File: config.mk
export PLATFORM = sky130hd
export DESIGN_NAME = result_tx_arbiter
export DESIGN_NICKNAME = d
export VERILOG_FILES = /design/src/rtl/result_tx_arb_pkg.sv /design/src/rtl/result_tx_arbiter_rr_grant.sv /design/src/rtl/result_tx_arbiter.sv
export SDC_FILE = /design/constraint.sdc
export NUM_CORES = 1
export LEC_CHECK = 0
export ABC_AREA = 0
export CAP_MARGIN = 20
export CORE_MARGIN = 2
export CORE_UTILIZATION = 49
export DETAILED_ROUTE_END_ITERATION = 8
export HOLD_SLACK_MARGIN = 0.03
export PLACE_DENSITY = 0.87
export SYNTH_ARGS = -nofsm -noshare
export SYNTH_HDL_FRONTEND = slang
export SYNTH_SLANG_ARGS = --single-unit
File: constraint.sdc
create_clock -name clk -period 4.85 [get_ports clk]
set_input_delay 0.7275 -clock clk [delete_from_list [all_inputs] [get_ports clk]]
set_output_delay 0.7275 -clock clk [all_outputs]
set_load 0.02 [all_outputs]
File: src/rtl/result_tx_arb_pkg.sv
// rtl/result_tx_arb_pkg.sv - FSM states, shared ASCII tags and length clamp for result_tx_arbiter
package result_tx_arb_pkg;

  typedef enum logic [1:0] {
    stIDLE    = 2'd0,
    stLOAD    = 2'd1,
    stSEND    = 2'd2,
    stRELEASE = 2'd3
  } arb_state_t;

  // Header bytes the puzzle engines put in front of their result value.
  localparam logic [7:0] TAG_PASS = 8'h50;
  localparam logic [7:0] TAG_FAIL = 8'h46;

  function automatic int clamp_len(input int len, input int max_len);
    return (len > max_len) ? max_len : len;
  endfunction

endpackage

File: src/rtl/result_tx_arbiter_rr_grant.sv
// rtl/result_tx_arbiter_rr_grant.sv - combinational round-robin picker, first request at or after ptr wins
module rr_grant #(
  parameter int N     = 3,
  parameter int PTR_W = 2
) (
  input  logic [N-1:0]     req,
  input  logic [PTR_W-1:0] ptr,
  output logic [N-1:0]     grant,
  output logic [PTR_W-1:0] grant_idx,
  output logic             any
);

  int idx;

  // Scan from the far end so the candidate closest to ptr is written last and wins.
  always_comb begin
    grant     = '0;
    grant_idx = '0;
    any       = 1'b0;
    idx       = 0;
    for (int i = N - 1; i >= 0; i--) begin
      idx = int'(ptr) + i;
      if (idx >= N) idx = idx - N;
      if (req[idx]) begin
        grant      = '0;
        grant[idx] = 1'b1;
        grant_idx  = PTR_W'(idx);
        any        = 1'b1;
      end
    end
  end

endmodule

File: src/rtl/result_tx_arbiter.sv
// rtl/result_tx_arbiter.sv - round-robin framer sharing one SPI byte transmitter among result engines
// Optional trailing XOR checksum byte: RESULT_TX_ARB_CHECKSUM_EN
module result_tx_arbiter
  import result_tx_arb_pkg::*;
#(
  parameter int  REQ_COUNT  = 3,
  parameter int  DATA_BYTES = 3,
  localparam int LEN_W      = $clog2(DATA_BYTES + 1),
  localparam int DATA_W     = 8 * DATA_BYTES
) (
  input  logic                          clk,
  input  logic                          reset,
  input  logic [REQ_COUNT-1:0]          req_valid,
  input  logic [8*REQ_COUNT-1:0]        req_tag,
  input  logic [DATA_W*REQ_COUNT-1:0]   req_data,
  input  logic [LEN_W*REQ_COUNT-1:0]    req_len,
  output logic [REQ_COUNT-1:0]          req_ready,
  input  logic                          spi_ready,
  input  logic [REQ_COUNT-1:0]          ss_out,
  output logic [7:0]                    tx_byte,
  output logic                          tx_byte_valid,
  output logic [REQ_COUNT-1:0]          ss_in,
  output logic                          busy
);

  localparam int PTR_W = (REQ_COUNT > 1) ? $clog2(REQ_COUNT) : 1;
  localparam int CNT_W = $clog2(DATA_BYTES + 3);
`ifdef RESULT_TX_ARB_CHECKSUM_EN
  localparam int EXTRA = 2;
`else
  localparam int EXTRA = 1;
`endif

  arb_state_t           state;
  logic [PTR_W-1:0]     rr_ptr;
  logic [PTR_W-1:0]     gnt_idx;
  logic [REQ_COUNT-1:0] gnt_onehot;
  logic [PTR_W-1:0]     pick_idx;
  logic [REQ_COUNT-1:0] pick_onehot;
  logic                 pick_any;
  logic [DATA_W-1:0]    shift_q;
  logic [CNT_W-1:0]     byte_cnt;
  logic [LEN_W-1:0]     cap_len;
  logic [DATA_W-1:0]    cap_data;
  logic [7:0]           next_byte;
`ifdef RESULT_TX_ARB_CHECKSUM_EN
  logic [7:0]           csum;
`endif

  rr_grant #(.N(REQ_COUNT), .PTR_W(PTR_W)) u_rr_grant (
    .req       (req_valid),
    .ptr       (rr_ptr),
    .grant     (pick_onehot),
    .grant_idx (pick_idx),
    .any       (pick_any)
  );

  // Left-justify the value so byte len-1 sits at the top of the shift register.
  always_comb begin
    cap_len   = LEN_W'(clamp_len(int'(req_len[gnt_idx*LEN_W +: LEN_W]), DATA_BYTES));
    cap_data  = req_data[gnt_idx*DATA_W +: DATA_W] << (8 * (DATA_BYTES - int'(cap_len)));
    next_byte = shift_q[DATA_W-1 -: 8];
  end

  always_ff @(posedge clk) begin
    if (reset) begin
      state         <= stIDLE;
      rr_ptr        <= '0;
      gnt_idx       <= '0;
      gnt_onehot    <= '0;
      shift_q       <= '0;
      byte_cnt      <= '0;
      tx_byte       <= '0;
      tx_byte_valid <= 1'b0;
      ss_in         <= '1;
      req_ready     <= '0;
      busy          <= 1'b0;
`ifdef RESULT_TX_ARB_CHECKSUM_EN
      csum          <= '0;
`endif
    end else begin
      req_ready <= '0;
      case (state)
        stIDLE: begin
          if (pick_any) begin
            gnt_idx    <= pick_idx;
            gnt_onehot <= pick_onehot;
            req_ready  <= pick_onehot;
            busy       <= 1'b1;
            state      <= stLOAD;
          end
        end
        stLOAD: begin
          tx_byte       <= req_tag[gnt_idx*8 +: 8];
          shift_q       <= cap_data;
          byte_cnt      <= CNT_W'(int'(cap_len) + EXTRA);
          tx_byte_valid <= 1'b1;
          ss_in         <= ~gnt_onehot;
          state         <= stSEND;
`ifdef RESULT_TX_ARB_CHECKSUM_EN
          csum          <= req_tag[gnt_idx*8 +: 8];
`endif
        end
        stSEND: begin
          if (spi_ready) begin
            if (byte_cnt == CNT_W'(1)) begin
              tx_byte       <= '0;
              tx_byte_valid <= 1'b0;
              ss_in         <= '1;
              state         <= stRELEASE;
            end else begin
              byte_cnt <= byte_cnt - 1'b1;
              shift_q  <= shift_q << 8;
`ifdef RESULT_TX_ARB_CHECKSUM_EN
              if (byte_cnt == CNT_W'(2)) begin
                tx_byte <= csum;
              end else begin
                tx_byte <= next_byte;
                csum    <= csum ^ next_byte;
              end
`else
              tx_byte  <= next_byte;
`endif
            end
          end
        end
        stRELEASE: begin
          // Pad-side slave selects must all be released before the bus is handed on.
          if (&ss_out) begin
            rr_ptr <= (int'(gnt_idx) == REQ_COUNT - 1) ? '0 : gnt_idx + 1'b1;
            busy   <= 1'b0;
            state  <= stIDLE;
          end
        end
        default: state <= stIDLE;
      endcase
    end
  end

endmodule
-- After elaboration in Yosys (flattened, before gate mapping)
Index checks and enable logic that the tools add are counted.
Widths: inputs -> output; s select.
- flip-flop bits (word level): 52
- input port bits: 111
- output and inout port bits: 16
- word-level logic and storage cells: 113
- add/subtract/negate cells: 9
- multipliers: 1
- magnitude comparators: 9
- eq/ne operators: 10
- shift-type cells: 4
- muxes and demuxes: 51
- bitwise operators: 3
- reductions and logical operators: 15
- operators with widths (operator ; count):
    $ge 32x1->1 const B ; 3
    $lt 32x4->1 const B ; 3
    $mux 32 ; 3
    $shiftx 72x8->24 ; 1
    $ge 32x3->1 const B ; 2
    $sub 32x3->32 const B ; 2
    $mux 24 ; 2
    $pmux 24 s2 ; 1
    $shl 24x32->24 ; 1
    $shiftx 24x6->8 ; 1
    $mux 3 ; 7
    $mux 1 ; 16
    $mux 2 ; 8
    $mux 8 ; 2
    $pmux 8 s2 ; 1
    $pmux 3 s2 ; 2
    $reduce_and 3->1 ; 4
    $ne 2x2->1 const B ; 5
    $pmux 2 s4 ; 1
    $reduce_and 4->1 ; 2
    $add 2x1->3 const B ; 2
    $bmux 1 s2 ; 3
    $demux 1 s2 ; 3
    $eq 2x2->1 const B ; 3
    other kinds (18) ; 24

-- Logic depth before layout (Yosys ltp)
Gate-level depths: netlist of run 1.
- word-level depth: 11
- gate-level depth with buffers: 11
- mapped depth without buffers: 8

-- Cells and area by module
A second synthesis of run 1 with hierarchy kept.
- cell total of the unflattened synthesis: 433
- area, all modules: 3609.7 um^2
- modules (own cells, without submodules) (module ; times used ; cells each ; area each (um^2) ; seq. area each (um^2)):
    result_tx_arbiter ; 1 ; 388 ; 3264.4 ; 1041.0
    rr_grant ; 1 ; 45 ; 345.3 ; 0.0

-- Worst setup path before layout of run 1
OpenSTA, ideal clock, no wires.
- path type: register -> register
- start: reg rr_ptr[0]
- end: reg gnt_idx[0]
- library setup time: 83 ps
- arrival: 1909 ps
- required time: 4767 ps
- setup slack: 2858 ps
- stages on the path, launching flop included: 10
- buffers on the path: 2
- period minus slack after synthesis: 1992 ps
- cells stage by stage: dfxtp_1 inv_1 ha_1 buf_4 nor2_1 o32ai_4 o31ai_4 or2_1 buf_6 o31ai_4
- longest elaborated chain between the ends: 10
- elaborated cells on any way between the ends: 27
- those cells by class: add/sub (5); order compare (3); mux (18); reduce/logical (1)
- ends and longest elaborated chain (element ; line ; source):
    from (decl) ; result_tx_arbiter.sv:35 ; logic [PTR_W-1:0] rr_ptr;
    from (signal assigned) ; result_tx_arbiter.sv:130 ; rr_ptr <= (int'(gnt_idx) == REQ_COUNT - 1) ? '0 : gnt_idx + 1'b1;
    $add 2x2->3 ; result_tx_arbiter_rr_grant.sv:22 ; idx = int'(ptr) + i;
    $sub 32x3->32 or $ge 32x3->1 (tied branches) ; result_tx_arbiter_rr_grant.sv:23 ; if (idx >= N) idx = idx - N;
    $mux 32 ; result_tx_arbiter_rr_grant.sv:23 ;
    $bmux 1 s2 ; result_tx_arbiter_rr_grant.sv:24 ; if (req[idx]) begin
    $mux 1 (implied by the code) (2 in a row) ; result_tx_arbiter_rr_grant.sv:24 ;
    $mux 1 (3 in a row) ; result_tx_arbiter_rr_grant.sv:24 ;
    $reduce_and 2->1 (no line) ; n/a ;
    to (signal assigned) ; result_tx_arbiter.sv:86 ; gnt_idx <= pick_idx;
    to (decl) ; result_tx_arbiter.sv:36 ; logic [PTR_W-1:0] gnt_idx;
Several ways; a longest one is shown, not always the timed one. The select of a mux whose other input is x is not followed.
A chain may end at the register's enable or synchronous reset.

-- Final worst setup path of run 1
- start: reg gnt_idx[1]
- end: reg byte_cnt[1]
- longest elaborated chain between the ends: 3
- ends and longest elaborated chain (element ; line ; source):
    $shiftx 6x4->2 ; result_tx_arbiter.sv:60 ; cap_len = LEN_W'(clamp_len(int'(req_len[gnt_idx*LEN_W +: LEN_W]), DATA_BYTES));
    $add 2x1->3 ; result_tx_arbiter.sv:96 ; byte_cnt <= CNT_W'(int'(cap_len) + EXTRA);
    $pmux 3 s2 ; result_tx_arbiter.sv:83 ; case (state)
    to (signal assigned) ; result_tx_arbiter.sv:96 ;
    to (signal assigned) ; result_tx_arbiter.sv:112 ; byte_cnt <= byte_cnt - 1'b1;
    to (decl) ; result_tx_arbiter.sv:42 ; logic [CNT_W-1:0] byte_cnt;
Every way passes these cells.

==> flow_results.xml, run 1 <==
<?xml version="1.0" encoding="UTF-8"?>
<metrics>
  <group name="status">
    <metric name="outcome" unit="">finished, final reports clean</metric>
  </group>
  <group name="final_layout">
    <metric name="mostFrequentLayoutCells" unit="">126 x sky130_fd_sc_hd__clkdlybuf4s50_1, 50 x sky130_fd_sc_hd__mux2i_1, 50 x sky130_fd_sc_hd__dfxtp_1</metric>
    <metric name="mostFrequentLayoutCell" unit="">sky130_fd_sc_hd__clkdlybuf4s50_1</metric>
    <metric name="share_of_the_core_filled_with_cells" unit="%">68.35</metric>
    <metric name="synthToLayoutAreaGrowth" unit="%">37.01</metric>
    <metric name="area.sequential" unit="µm²">1022</metric>
    <metric name="fin_area" unit="µm²">4905</metric>
    <metric name="final.fill_count" unit="">588</metric>
    <metric name="area_taken_by_multi_input_logic_gates" unit="µm²">2262</metric>
    <metric name="fraction_of_final_layout_cells_with_drive_strength_greater_than_1" unit="%">6.383</metric>
    <metric name="design.final.nets" unit="">638</metric>
    <metric name="insertedDiodeCount" unit="">0</metric>
  </group>
  <group name="synth">
    <metric name="mappedNetlistArea" unit="µm²">3580</metric>
    <metric name="synth_mux_area_share" unit="%">14.61</metric>
    <metric name="xor_and_xnor_area_share_after_synthesis" unit="%">0</metric>
    <metric name="syn_nets" unit="">537</metric>
    <metric name="synth_seq_area_share" unit="%">28.52</metric>
    <metric name="synthTopCellsByArea" unit="">sky130_fd_sc_hd__dfxtp_1 29%, sky130_fd_sc_hd__mux2i_1 14%, sky130_fd_sc_hd__a2bb2oi_1 5.9%, sky130_fd_sc_hd__nor2_1 4.4%, sky130_fd_sc_hd__ha_1 3.8%</metric>
    <metric name="ys_warn_count" unit="">0</metric>
    <metric name="yosys.area.top_type" unit="">sky130_fd_sc_hd__dfxtp_1</metric>
    <metric name="synth_top_area_share" unit="%">28.52</metric>
    <metric name="netlist_instances" unit="">415</metric>
    <metric name="yosys_cell_types" unit="">47</metric>
    <metric name="synth-edff-count" unit="">0</metric>
    <metric name="postSynthRegisterBits" unit="">51</metric>
    <metric name="dominantRegCellSynth" unit="">sky130_fd_sc_hd__dfxtp_1</metric>
    <metric name="synth_top_family_by_area" unit="">compound AO/OA/AOI/OAI gates</metric>
    <metric name="syn-mean-instance-area" unit="µm²">8.626</metric>
    <metric name="synth-adder-area-share" unit="%">3.845</metric>
    <metric name="async_reset_ff_share" unit="%">0</metric>
    <metric name="yosys.area_share.simple" unit="%">15.41</metric>
    <metric name="fraction_of_the_mapped_netlist_area_in_compound_gates" unit="%">29.15</metric>
  </group>
  <group name="global_route">
    <metric name="grt_pass1_vias" unit="">3532</metric>
    <metric name="globalRouteOverflowTotal" unit="">0</metric>
    <metric name="track_usage" unit="%">27.01</metric>
    <metric name="grt_pass1_wl" unit="mm">16.73</metric>
    <metric name="antenna_found_initial" unit="">0</metric>
    <metric name="pin_count_of_the_biggest_net_entering_global_routing" unit="">55</metric>
  </group>
  <group name="worst_setup_path">
    <metric name="r2r.worst_path.cells" unit="">9</metric>
    <metric name="worst_path_most_repeated_cell" unit="">sky130_fd_sc_hd__nor2_1</metric>
    <metric name="critical_path.reg2reg.startpoint" unit="">gnt_idx[1]$_SDFFE_PP0P_</metric>
    <metric name="crit_path_cell_trace" unit="">buf_4 -&gt; mux2i_1 -&gt; a2bb2oi_2 -&gt; inv_2 -&gt; ha_1 -&gt; nor2_1 -&gt; a211oi_1 -&gt; a21oi_1 -&gt; nor2_1</metric>
    <metric name="critPathCaptureType" unit="">register</metric>
    <metric name="critical_path.max_stage_delay" unit="ps">620</metric>
    <metric name="cp_data_arrival_time" unit="ps">3010</metric>
    <metric name="critPathKind" unit="">reg -&gt; reg</metric>
    <metric name="timing.critical_path.slowest_stage_cell" unit="">sky130_fd_sc_hd__dfxtp_2</metric>
    <metric name="worst_ep_required_time" unit="ps">5040</metric>
    <metric name="critPathLaunchType" unit="">register</metric>
    <metric name="r2r-end" unit="">byte_cnt[1]$_SDFFE_PP0P_</metric>
    <metric name="ff2ff_setup_slack" unit="ps">2030</metric>
    <metric name="path_max_fanout" unit="">22</metric>
  </group>
  <group name="die">
    <metric name="floorplan.rows" unit="">31</metric>
    <metric name="start_util" unit="%">49.89</metric>
    <metric name="pin_count" unit="">127</metric>
    <metric name="coreArea" unit="µm²">7176</metric>
    <metric name="die-area" unit="µm²">8005</metric>
    <metric name="die_height" unit="µm">89.47</metric>
    <metric name="die_w" unit="µm">89.47</metric>
  </group>
  <group name="clock_tree">
    <metric name="h_tree_levels" unit="">2</metric>
    <metric name="cts_setup_buffers" unit="">0</metric>
    <metric name="clkSlewWorstSetupHoldPaths" unit="ps">90</metric>
    <metric name="cts.root.buffer_cell" unit="">sky130_fd_sc_hd__clkbuf_8</metric>
    <metric name="clock_insertion_delay_worst_skew" unit="ps">310</metric>
    <metric name="numCtsBuffers" unit="">5</metric>
    <metric name="clock_sinks" unit="">51</metric>
    <metric name="ctsLongestPathBuffers" unit="">2</metric>
    <metric name="post_cts_resized" unit="">0</metric>
    <metric name="cts-hold-fix-buffers" unit="">0</metric>
    <metric name="tritoncts" unit="">built</metric>
  </group>
  <group name="timing">
    <metric name="period_needed" unit="ps">2823</metric>
    <metric name="grt_setup_unrepaired" unit="">false</metric>
    <metric name="max_clock_freq" unit="MHz">354.2</metric>
    <metric name="slew-limit-headroom" unit="%">41.58</metric>
    <metric name="post-route-worst-setup-slack" unit="ps">2027</metric>
    <metric name="timing.final.crit_share" unit="%">58.22</metric>
    <metric name="report.final.slew_viol_count" unit="">0</metric>
    <metric name="worstMarginPinSlew" unit="ps">874.6</metric>
    <metric name="setup_viol" unit="">0</metric>
    <metric name="final-hold-violation-count" unit="">0</metric>
    <metric name="setup-tns-final" unit="ps">0</metric>
    <metric name="fin_skew" unit="ps">6.371</metric>
  </group>
  <group name="min_path">
    <metric name="min-delay-path-class" unit="">reg -&gt; reg</metric>
    <metric name="hold-path-cell-count" unit="">2</metric>
    <metric name="worstHoldEndpoint" unit="">shift_q[15]$_SDFFE_PP0P_</metric>
    <metric name="hold_start" unit="">shift_q[15]$_SDFFE_PP0P_</metric>
  </group>
  <group name="route">
    <metric name="wirelength" unit="mm">10.30</metric>
    <metric name="vias" unit="">3579</metric>
    <metric name="remaining_drc_errors" unit="">0</metric>
    <metric name="detailedRoute.firstIterationViolations" unit="">181</metric>
    <metric name="dr_pass1_iterations" unit="">5</metric>
    <metric name="post_drt_wl_per_cell" unit="µm">16.72</metric>
    <metric name="postRouteAntennaNets" unit="">0</metric>
    <metric name="routed_via_density" unit="">5.810</metric>
  </group>
  <group name="place">
    <metric name="gp_routability_congestion" unit="">0.8912</metric>
    <metric name="buffer_ports.inserted" unit="">126</metric>
    <metric name="dp_hpwl" unit="mm">8.040</metric>
    <metric name="placed_area" unit="µm²">4801</metric>
    <metric name="preCtsSetupSlack" unit="ps">2010</metric>
  </group>
  <group name="pwr">
    <metric name="power-per-cell-area" unit="nW/µm²">388.1</metric>
    <metric name="power.ir.vdd_worst" unit="mV">0.1642</metric>
    <metric name="p_total" unit="W">0.001903</metric>
    <metric name="p_leak" unit="nW">1.784</metric>
  </group>
  <group name="run">
    <metric name="max_cap_violations" unit="">0</metric>
  </group>
</metrics>
-- registers in the layout, summed over array words and instances, names as in the netlist --
name and cells:
state 2, gnt_onehot 2, tx_byte 8, rr_ptr 2, shift_q 24, byte_cnt 3
busy 1, ss_in 3, req_ready 3, gnt_idx 2, tx_byte_valid 1
-- synth_stat cells (2+ instances only) --
library cell / number
sky130_fd_sc_hd__o211ai_2: 3
sky130_fd_sc_hd__nand3b_1: 8
sky130_fd_sc_hd__or3_1: 4
sky130_fd_sc_hd__o211ai_1: 10
sky130_fd_sc_hd__o41ai_1: 2
sky130_fd_sc_hd__mux2_2: 2
sky130_fd_sc_hd__nand2b_1: 7
sky130_fd_sc_hd__a21oi_1: 21
sky130_fd_sc_hd__nand3_1: 2
sky130_fd_sc_hd__a221oi_1: 8
sky130_fd_sc_hd__o22ai_1: 2
sky130_fd_sc_hd__nor2b_1: 8
sky130_fd_sc_hd__o41ai_2: 3
sky130_fd_sc_hd__a22oi_1: 9
sky130_fd_sc_hd__a2bb2oi_1: 24
sky130_fd_sc_hd__nand2_1: 21
sky130_fd_sc_hd__ha_1: 11
sky130_fd_sc_hd__nor2_1: 42
sky130_fd_sc_hd__buf_2: 8
sky130_fd_sc_hd__inv_1: 22
sky130_fd_sc_hd__mux2i_1: 50
sky130_fd_sc_hd__buf_6: 6
sky130_fd_sc_hd__a31oi_1: 2
sky130_fd_sc_hd__clkbuf_1: 19
sky130_fd_sc_hd__o21ai_0: 9
sky130_fd_sc_hd__a211oi_1: 15
sky130_fd_sc_hd__buf_4: 5
sky130_fd_sc_hd__nor3_1: 15
sky130_fd_sc_hd__a311oi_1: 8
sky130_fd_sc_hd__dfxtp_1: 51
sky130_fd_sc_hd__o31ai_4: 2
-- metrics by stage --
stage | hold slack, ps | cells
CTS | 481.5 | 616
floorplan | 440.2 | 415
detailed placement | 468.0 | 608
global placement | 450.7 | 608
finish | 477.8 | 616
global route | 517.3 | 616
-- power breakdown --
group          switching (W)  internal, W
Combinational       0.000590     0.000454
Clock               0.000142     0.000130
Sequential         0.0000642     0.000522
Total               0.000797      0.00111
-- per-layer routing --
layer | vias up | part of all wire [%] | global-route usage, % | wire length (µm)
met5 | - | 0 | 0 | 0
met4 | 0 | 3.7 | 11.13 | 380
met3 | 30 | 6.1 | 6.002 | 625
met2 | 159 | 52 | 49.97 | 5374
met1 | 1654 | 38 | 29.55 | 3920
li1 | 1736 | - | - | -
-- worst max-delay path by stage --
stage	endpoint	from	cells after the start	slack (ps)
after floorplan	gnt_idx[0]$_SDFFE_PP0P_	rr_ptr[0]$_SDFFE_PP0P_	9	2860
after global placement	byte_cnt[1]$_SDFFE_PP0P_	req_len[5]	9	2050
after detailed placement	byte_cnt[1]$_SDFFE_PP0P_	req_len[5]	9	2010
after CTS	byte_cnt[1]$_SDFFE_PP0P_	gnt_idx[1]$_SDFFE_PP0P_	9	2020
after global routing	byte_cnt[1]$_SDFFE_PP0P_	gnt_idx[1]$_SDFFE_PP0P_	9	1800
final	byte_cnt[1]$_SDFFE_PP0P_	gnt_idx[1]$_SDFFE_PP0P_	9	2030
-- logic make-up (layout without fill, tap and decap cells) --
kind of cell,count (synthesis),after routing
AO/OA/AOI/OAI,126,126
buffers and inverters,61,163
multiplexers,52,52
flip-flops,51,51
adder cells (fa/ha/maj),11,11
AND/OR/NAND/NOR,114,114
-- area by class of cell --
class | instances | share of cell area [%]
clock buffer | 7 | 1.964
clock inverter | 1 | 0.1531
inverter | 23 | 1.760
multi-input combinational | 303 | 46.12
sequential | 51 | 20.84
tap | 99 | 2.526
timing repair buffer | 132 | 26.63
-- critical path, delay by kind of cell (launching register included) --
kind | cells | cell delay (ps)
compound gates | 3 | 650
fa+ha+maj | 1 | 340
buf+inv | 2 | 680
flops | 1 | 620
mux | 1 | 260
simple gates | 2 | 140
(Power assumes the default switching activity.)
==> inputs of run 2 (changes only) <==
- CORE_UTILIZATION: 49 -> 41
- PLACE_DENSITY: 0.87 -> 0.78
- clock period: 4.85 -> 2.32 ns (I/O delays scaled with it)
==> run 2 against run 1 <==
  * Global-route usage is 6.1 points lower
  * Sequential cell count stayed put
  * Wire length is 3.5% lower
  * Largest cell class unchanged
  * First-iteration DRC count is 18% lower
  * Fmax is 33% higher
==> flow_results.xml, run 2 (synthesized netlist as in run 1, its figures left out) <==
<?xml version="1.0" encoding="UTF-8"?>
<metrics>
  <group name="die">
    <metric name="die-area" unit="µm²">9495</metric>
    <metric name="pin_count" unit="">127</metric>
    <metric name="coreArea" unit="µm²">8593</metric>
    <metric name="die_w" unit="µm">97.44</metric>
    <metric name="die_height" unit="µm">97.44</metric>
    <metric name="start_util" unit="%">41.66</metric>
    <metric name="floorplan.rows" unit="">34</metric>
  </group>
  <group name="clock_tree">
    <metric name="h_tree_levels" unit="">2</metric>
    <metric name="ctsLongestPathBuffers" unit="">2</metric>
    <metric name="cts.root.buffer_cell" unit="">sky130_fd_sc_hd__clkbuf_8</metric>
    <metric name="numCtsBuffers" unit="">5</metric>
    <metric name="tritoncts" unit="">built</metric>
    <metric name="clock_sinks" unit="">51</metric>
    <metric name="cts-hold-fix-buffers" unit="">0</metric>
    <metric name="cts_setup_buffers" unit="">0</metric>
    <metric name="clkSlewWorstSetupHoldPaths" unit="ps">100</metric>
    <metric name="clock_insertion_delay_worst_skew" unit="ps">310</metric>
  </group>
  <group name="final_layout">
    <metric name="synthToLayoutAreaGrowth" unit="%">40.23</metric>
    <metric name="fraction_of_final_layout_cells_with_drive_strength_greater_than_1" unit="%">8.885</metric>
    <metric name="insertedDiodeCount" unit="">0</metric>
    <metric name="mostFrequentLayoutCells" unit="">126 x sky130_fd_sc_hd__clkdlybuf4s50_1, 50 x sky130_fd_sc_hd__mux2i_1, 50 x sky130_fd_sc_hd__dfxtp_1</metric>
    <metric name="biggestRegsByFlops" unit="">shift_q (24), tx_byte (8)</metric>
    <metric name="largest_register_ffs" unit="">24</metric>
    <metric name="fin_area" unit="µm²">5020</metric>
    <metric name="regMostFlops" unit="">shift_q</metric>
    <metric name="design.final.nets" unit="">650</metric>
    <metric name="mostFrequentLayoutCell" unit="">sky130_fd_sc_hd__clkdlybuf4s50_1</metric>
    <metric name="share_of_the_core_filled_with_cells" unit="%">58.42</metric>
  </group>
  <group name="worst_setup_path">
    <metric name="critPathCaptureType" unit="">register</metric>
    <metric name="critPathLaunchType" unit="">register</metric>
    <metric name="critPathKind" unit="">reg -&gt; reg</metric>
    <metric name="ff2ff_setup_slack" unit="ps">190</metric>
    <metric name="path_max_fanout" unit="">6</metric>
    <metric name="cp_data_arrival_time" unit="ps">2330</metric>
    <metric name="worst_ep_required_time" unit="ps">2520</metric>
  </group>
  <group name="global_route">
    <metric name="globalRouteOverflowTotal" unit="">0</metric>
    <metric name="pin_count_of_the_biggest_net_entering_global_routing" unit="">41</metric>
    <metric name="track_usage" unit="%">20.93</metric>
    <metric name="grt_pass1_vias" unit="">3460</metric>
    <metric name="antenna_found_initial" unit="">0</metric>
    <metric name="grt_pass1_wl" unit="mm">16.38</metric>
  </group>
  <group name="run">
    <metric name="max_cap_violations" unit="">0</metric>
  </group>
  <group name="timing">
    <metric name="setup-tns-final" unit="ps">0</metric>
    <metric name="report.final.slew_viol_count" unit="">0</metric>
    <metric name="fin_skew" unit="ps">7.997</metric>
    <metric name="setup_viol" unit="">0</metric>
    <metric name="timing.final.crit_share" unit="%">91.80</metric>
    <metric name="worstMarginPinSlew" unit="ps">549.7</metric>
    <metric name="max_clock_freq" unit="MHz">469.5</metric>
    <metric name="period_needed" unit="ps">2130</metric>
    <metric name="fin_worst_hold_slack" unit="ps">481.2</metric>
    <metric name="grt_setup_unrepaired" unit="">false</metric>
    <metric name="final-hold-violation-count" unit="">0</metric>
    <metric name="slew-limit-headroom" unit="%">63.22</metric>
  </group>
  <group name="pwr">
    <metric name="p_leak" unit="nW">1.850</metric>
    <metric name="power.ir.vdd_worst" unit="mV">0.4077</metric>
    <metric name="power-per-cell-area" unit="nW/µm²">801.5</metric>
  </group>
  <group name="route">
    <metric name="vias" unit="">3521</metric>
    <metric name="wirelength" unit="mm">9.940</metric>
    <metric name="remaining_drc_errors" unit="">0</metric>
    <metric name="routed_via_density" unit="">5.527</metric>
    <metric name="postRouteAntennaNets" unit="">0</metric>
    <metric name="dr_pass1_iterations" unit="">4</metric>
    <metric name="detailedRoute.firstIterationViolations" unit="">149</metric>
    <metric name="post_drt_wl_per_cell" unit="µm">15.60</metric>
  </group>
  <group name="min_path">
    <metric name="min-delay-path-class" unit="">reg -&gt; reg</metric>
  </group>
  <group name="place">
    <metric name="placed_area" unit="µm²">4927</metric>
    <metric name="buffer_ports.inserted" unit="">126</metric>
    <metric name="gp_routability_congestion" unit="">0.8430</metric>
    <metric name="dp_hpwl" unit="mm">8.033</metric>
  </group>
  <group name="status">
    <metric name="outcome" unit="">finished, final reports clean</metric>
  </group>
</metrics>
[run 2: final timing paths]
path                             from                          to  cells after the start
max            rr_ptr[0]$_SDFFE_PP0P_  gnt_onehot[0]$_SDFFE_PP0P_                      7
min reg2reg  shift_q[15]$_SDFFE_PP0P_    shift_q[15]$_SDFFE_PP0P_                      2
min          shift_q[15]$_SDFFE_PP0P_    shift_q[15]$_SDFFE_PP0P_                      2
max reg2reg    rr_ptr[0]$_SDFFE_PP0P_  gnt_onehot[0]$_SDFFE_PP0P_                      7
[run 2: area by class of cell]
cell class,count,area (µm²)
Inverter,23,86.33
Sequential cell,51,1022
Clock buffer,5,68.82
Tap cell,108,135.1
Multi-Input combinational cell,303,2267
Timing Repair Buffer,144,1421
Fill cell,770,3573
Clock inverter,3,18.77
[run 2: what timing repair did]
action	CTS	global route
setup endpoints to repair	0	3
endpoints found under the hold margin	0	0
resized for setup	0	2
[run 2: layer usage]
layer / track usage (%) / routed length, µm
met1: 24.92 / 4152
met2: 38.62 / 5151
met3: 3.813 / 501
met4: 5.235 / 134
met5: 0 / 0
[run 2: metrics by stage]
step           setup WS [ps]  power (W)  instances
3_3_place_gp           165.4   0.003454        629
6_report               190.3   0.004024        637
5_1_grt                62.25   0.004316        637
4_1_cts                103.2   0.004036        637
3_5_place_dp           85.94   0.003510        629
2_1_floorplan          327.7   0.002764        415
[run 2: worst max-delay path: stages (launching register included)]
cell,delay [ps]
sky130_fd_sc_hd__dfxtp_1,400
sky130_fd_sc_hd__inv_1,80
sky130_fd_sc_hd__ha_1,360
sky130_fd_sc_hd__and3b_1,210
sky130_fd_sc_hd__o21bai_2,250
sky130_fd_sc_hd__o31ai_4,400
sky130_fd_sc_hd__or2_4,240
sky130_fd_sc_hd__o21ai_0,90
[run 2: report_power, final]
part	switching, W	total [W]	leakage [nW]	internal, W
registers	0.000124	0.00122	0.418	0.00109
logic	0.00125	0.00228	1.38	0.00104
clock network	0.000310	0.000523	0.0483	0.000213
total	0.00168	0.00402	1.85	0.00234
==> inputs of run 3 (changes only) <==
- PLACE_DENSITY: 0.78 -> not set
- PLACE_DENSITY_LB_ADDON: not set -> 0.3
==> run 3 against run 2 <==
  * First-iteration DRC count stayed put
  * Via count is 0.74% higher
  * Non-clock buffer count is 1 lower
  * Final area is 0.52% higher
  * Wire length is 4.7% higher
  * Core utilization is 0.31 points higher
  * Die area stayed put
  * Clock power is 6.5% higher
  * Worst setup slack worse by 40 ps
  * Final cell count is 0.16% lower
  * Sequential share of layout area is 0.11 points lower
  * Count of clock-buffer cells in the layout is 1 higher
==> flow_results.xml, run 3 (synthesized netlist as in run 1, its figures left out) <==
<?xml version="1.0" encoding="UTF-8"?>
<metrics>
  <group name="die">
    <metric name="floorplan.rows" unit="">34</metric>
    <metric name="start_util" unit="%">41.66</metric>
    <metric name="coreArea" unit="µm²">8593</metric>
    <metric name="die_height" unit="µm">97.44</metric>
    <metric name="die-area" unit="µm²">9495</metric>
    <metric name="pin_count" unit="">127</metric>
    <metric name="die_w" unit="µm">97.44</metric>
  </group>
  <group name="worst_setup_path">
    <metric name="cp_top_family" unit="">compound AO/OA/AOI/OAI gates</metric>
    <metric name="cp_data_arrival_time" unit="ps">2400</metric>
    <metric name="worstPathBufferInverterCount" unit="">1</metric>
    <metric name="critPathCaptureType" unit="">register</metric>
    <metric name="path_max_fanout" unit="">11</metric>
    <metric name="timing.critical_path.slowest_stage_cell" unit="">sky130_fd_sc_hd__ha_2</metric>
    <metric name="crit_path_cell_trace" unit="">inv_1 -&gt; ha_2 -&gt; nor2_1 -&gt; o32ai_4 -&gt; o31ai_4 -&gt; or2_1 -&gt; o31ai_4</metric>
    <metric name="critPathKind" unit="">reg -&gt; reg</metric>
    <metric name="worst_ep_required_time" unit="ps">2550</metric>
    <metric name="critPathLaunchType" unit="">register</metric>
    <metric name="timing.critical_path.depth" unit="">7</metric>
    <metric name="critical_path.max_stage_delay" unit="ps">430</metric>
    <metric name="worst_path_most_repeated_cell" unit="">sky130_fd_sc_hd__o31ai_4</metric>
    <metric name="r2r.worst_path.cells" unit="">7</metric>
  </group>
  <group name="timing">
    <metric name="final-hold-violation-count" unit="">0</metric>
    <metric name="period_needed" unit="ps">2169</metric>
    <metric name="report.final.slew_viol_count" unit="">0</metric>
    <metric name="timing.final.crit_share" unit="%">93.50</metric>
    <metric name="setup_viol" unit="">0</metric>
    <metric name="fin_skew" unit="ps">5.653</metric>
    <metric name="setup-tns-final" unit="ps">0</metric>
    <metric name="max_clock_freq" unit="MHz">461.0</metric>
    <metric name="slew-limit-headroom" unit="%">64.00</metric>
    <metric name="worstMarginPinSlew" unit="ps">538.0</metric>
    <metric name="grt_setup_unrepaired" unit="">false</metric>
  </group>
  <group name="pwr">
    <metric name="p_leak" unit="nW">1.851</metric>
    <metric name="p_total" unit="W">0.004082</metric>
    <metric name="power.ir.vdd_worst" unit="mV">0.3374</metric>
    <metric name="power-per-cell-area" unit="nW/µm²">808.9</metric>
  </group>
  <group name="final_layout">
    <metric name="fin_area" unit="µm²">5046</metric>
    <metric name="area_taken_by_multi_input_logic_gates" unit="µm²">2265</metric>
    <metric name="mostFrequentLayoutCell" unit="">sky130_fd_sc_hd__clkdlybuf4s50_1</metric>
    <metric name="biggestRegsByFlops" unit="">shift_q (24), tx_byte (8)</metric>
    <metric name="synthToLayoutAreaGrowth" unit="%">40.96</metric>
    <metric name="design.final.nets" unit="">649</metric>
    <metric name="insertedDiodeCount" unit="">0</metric>
    <metric name="mostFrequentLayoutCells" unit="">126 x sky130_fd_sc_hd__clkdlybuf4s50_1, 50 x sky130_fd_sc_hd__mux2i_1, 50 x sky130_fd_sc_hd__dfxtp_1</metric>
    <metric name="largest_register_ffs" unit="">24</metric>
    <metric name="final.fill_count" unit="">773</metric>
    <metric name="fraction_of_final_layout_cells_with_drive_strength_greater_than_1" unit="%">8.523</metric>
    <metric name="area.sequential" unit="µm²">1022</metric>
    <metric name="regMostFlops" unit="">shift_q</metric>
  </group>
  <group name="clock_tree">
    <metric name="clock_sinks" unit="">51</metric>
    <metric name="cts.root.buffer_cell" unit="">sky130_fd_sc_hd__clkbuf_8</metric>
    <metric name="numCtsBuffers" unit="">5</metric>
    <metric name="tritoncts" unit="">built</metric>
    <metric name="cts_setup_buffers" unit="">0</metric>
    <metric name="clkSlewWorstSetupHoldPaths" unit="ps">100</metric>
    <metric name="clock_insertion_delay_worst_skew" unit="ps">310</metric>
    <metric name="ctsLongestPathBuffers" unit="">2</metric>
    <metric name="h_tree_levels" unit="">2</metric>
  </group>
  <group name="route">
    <metric name="routed_via_density" unit="">5.577</metric>
    <metric name="post_drt_wl_per_cell" unit="µm">16.37</metric>
    <metric name="detailedRoute.firstIterationViolations" unit="">149</metric>
    <metric name="wirelength" unit="mm">10.41</metric>
    <metric name="vias" unit="">3547</metric>
    <metric name="dr_pass1_iterations" unit="">4</metric>
    <metric name="postRouteAntennaNets" unit="">0</metric>
    <metric name="remaining_drc_errors" unit="">0</metric>
  </group>
  <group name="global_route">
    <metric name="track_usage" unit="%">22.09</metric>
    <metric name="pin_count_of_the_biggest_net_entering_global_routing" unit="">43</metric>
    <metric name="grt_pass1_wl" unit="mm">17.22</metric>
    <metric name="grt_pass1_vias" unit="">3521</metric>
    <metric name="globalRouteOverflowTotal" unit="">0</metric>
    <metric name="antenna_found_initial" unit="">0</metric>
  </group>
  <group name="run">
    <metric name="max_cap_violations" unit="">0</metric>
  </group>
  <group name="min_path">
    <metric name="hold-path-cell-count" unit="">2</metric>
    <metric name="min-delay-path-class" unit="">reg -&gt; reg</metric>
  </group>
  <group name="place">
    <metric name="dp_hpwl" unit="mm">8.311</metric>
    <metric name="gp_routability_congestion" unit="">0.8561</metric>
    <metric name="buffer_ports.inserted" unit="">126</metric>
    <metric name="placed_area" unit="µm²">4945</metric>
  </group>
  <group name="status">
    <metric name="outcome" unit="">finished, final reports clean</metric>
  </group>
</metrics>
## run 3: cell types whose count changed in the layout (fill, tap and decap cells not counted), sizes merged
cell / before / now
clkinv: 2 / 1
clkbuf: 5 / 6
inv: 24 / 23
clkinvlp: 0 / 1
buf: 18 / 17
## run 3: power by group
part / internal [W] / total, W / switching, W
Sequential: 0.00109 / 0.00123 / 0.000135
Combinational: 0.00105 / 0.00230 / 0.00124
Clock: 0.000244 / 0.000557 / 0.000313
Total: 0.00239 / 0.00408 / 0.00169
## run 3: what timing repair did
action	in CTS	in global routing
resized for setup	0	1
hold buffers	0	0
endpoints found under the setup margin	0	3
## run 3: worst paths after layout
check | start | to | slack [ps]
worst max register to register | rr_ptr[0]$_SDFFE_PP0P_ | gnt_idx[0]$_SDFFE_PP0P_ | 150
worst max-delay path | rr_ptr[0]$_SDFFE_PP0P_ | gnt_idx[0]$_SDFFE_PP0P_ | 150
worst min-delay path | shift_q[13]$_SDFFE_PP0P_ | shift_q[13]$_SDFFE_PP0P_ | 480
worst min register to register | shift_q[13]$_SDFFE_PP0P_ | shift_q[13]$_SDFFE_PP0P_ | 480
## run 3: cell type report
class,instances,area share [%]
Multi-Input combinational cell,303,44.88
Timing Repair Buffer,143,28.51
Sequential cell,51,20.26
Tap cell,108,2.678
Inverter,23,1.711
Clock buffer,6,1.636
Clock inverter,2,0.3223
## run 3: metrics by stage
| step | hold WS, ps | instances | worst slack [ps] | utilization (%) |
|---|---|---|---|---|
| global placement | 460.4 | 628 | 131.2 | 57.54 |
| finish | 484.0 | 636 | 150.7 | 58.72 |
| detailed placement | 467.7 | 628 | 101.5 | 57.54 |
| CTS | 480.9 | 636 | 79.19 | 58.69 |
| global route | 492.2 | 636 | 47.26 | 58.72 |
| floorplan | 440.2 | 415 | 327.7 | - |
## run 3: tightest hold or removal path, cell delays in order (launching register included)
cell,delay (ps)
sky130_fd_sc_hd__dfxtp_1,310
sky130_fd_sc_hd__inv_1,70
sky130_fd_sc_hd__a211oi_1,60
## run 3: layer usage
metal,vias to the layer above,part of all wire [%],global-route usage [%]
met3,13,6.0,3.885
met4,0,1.8,6.410
met2,138,51,39.95
li1,1750,-,-
met5,-,0,0
met1,1646,41,26.69
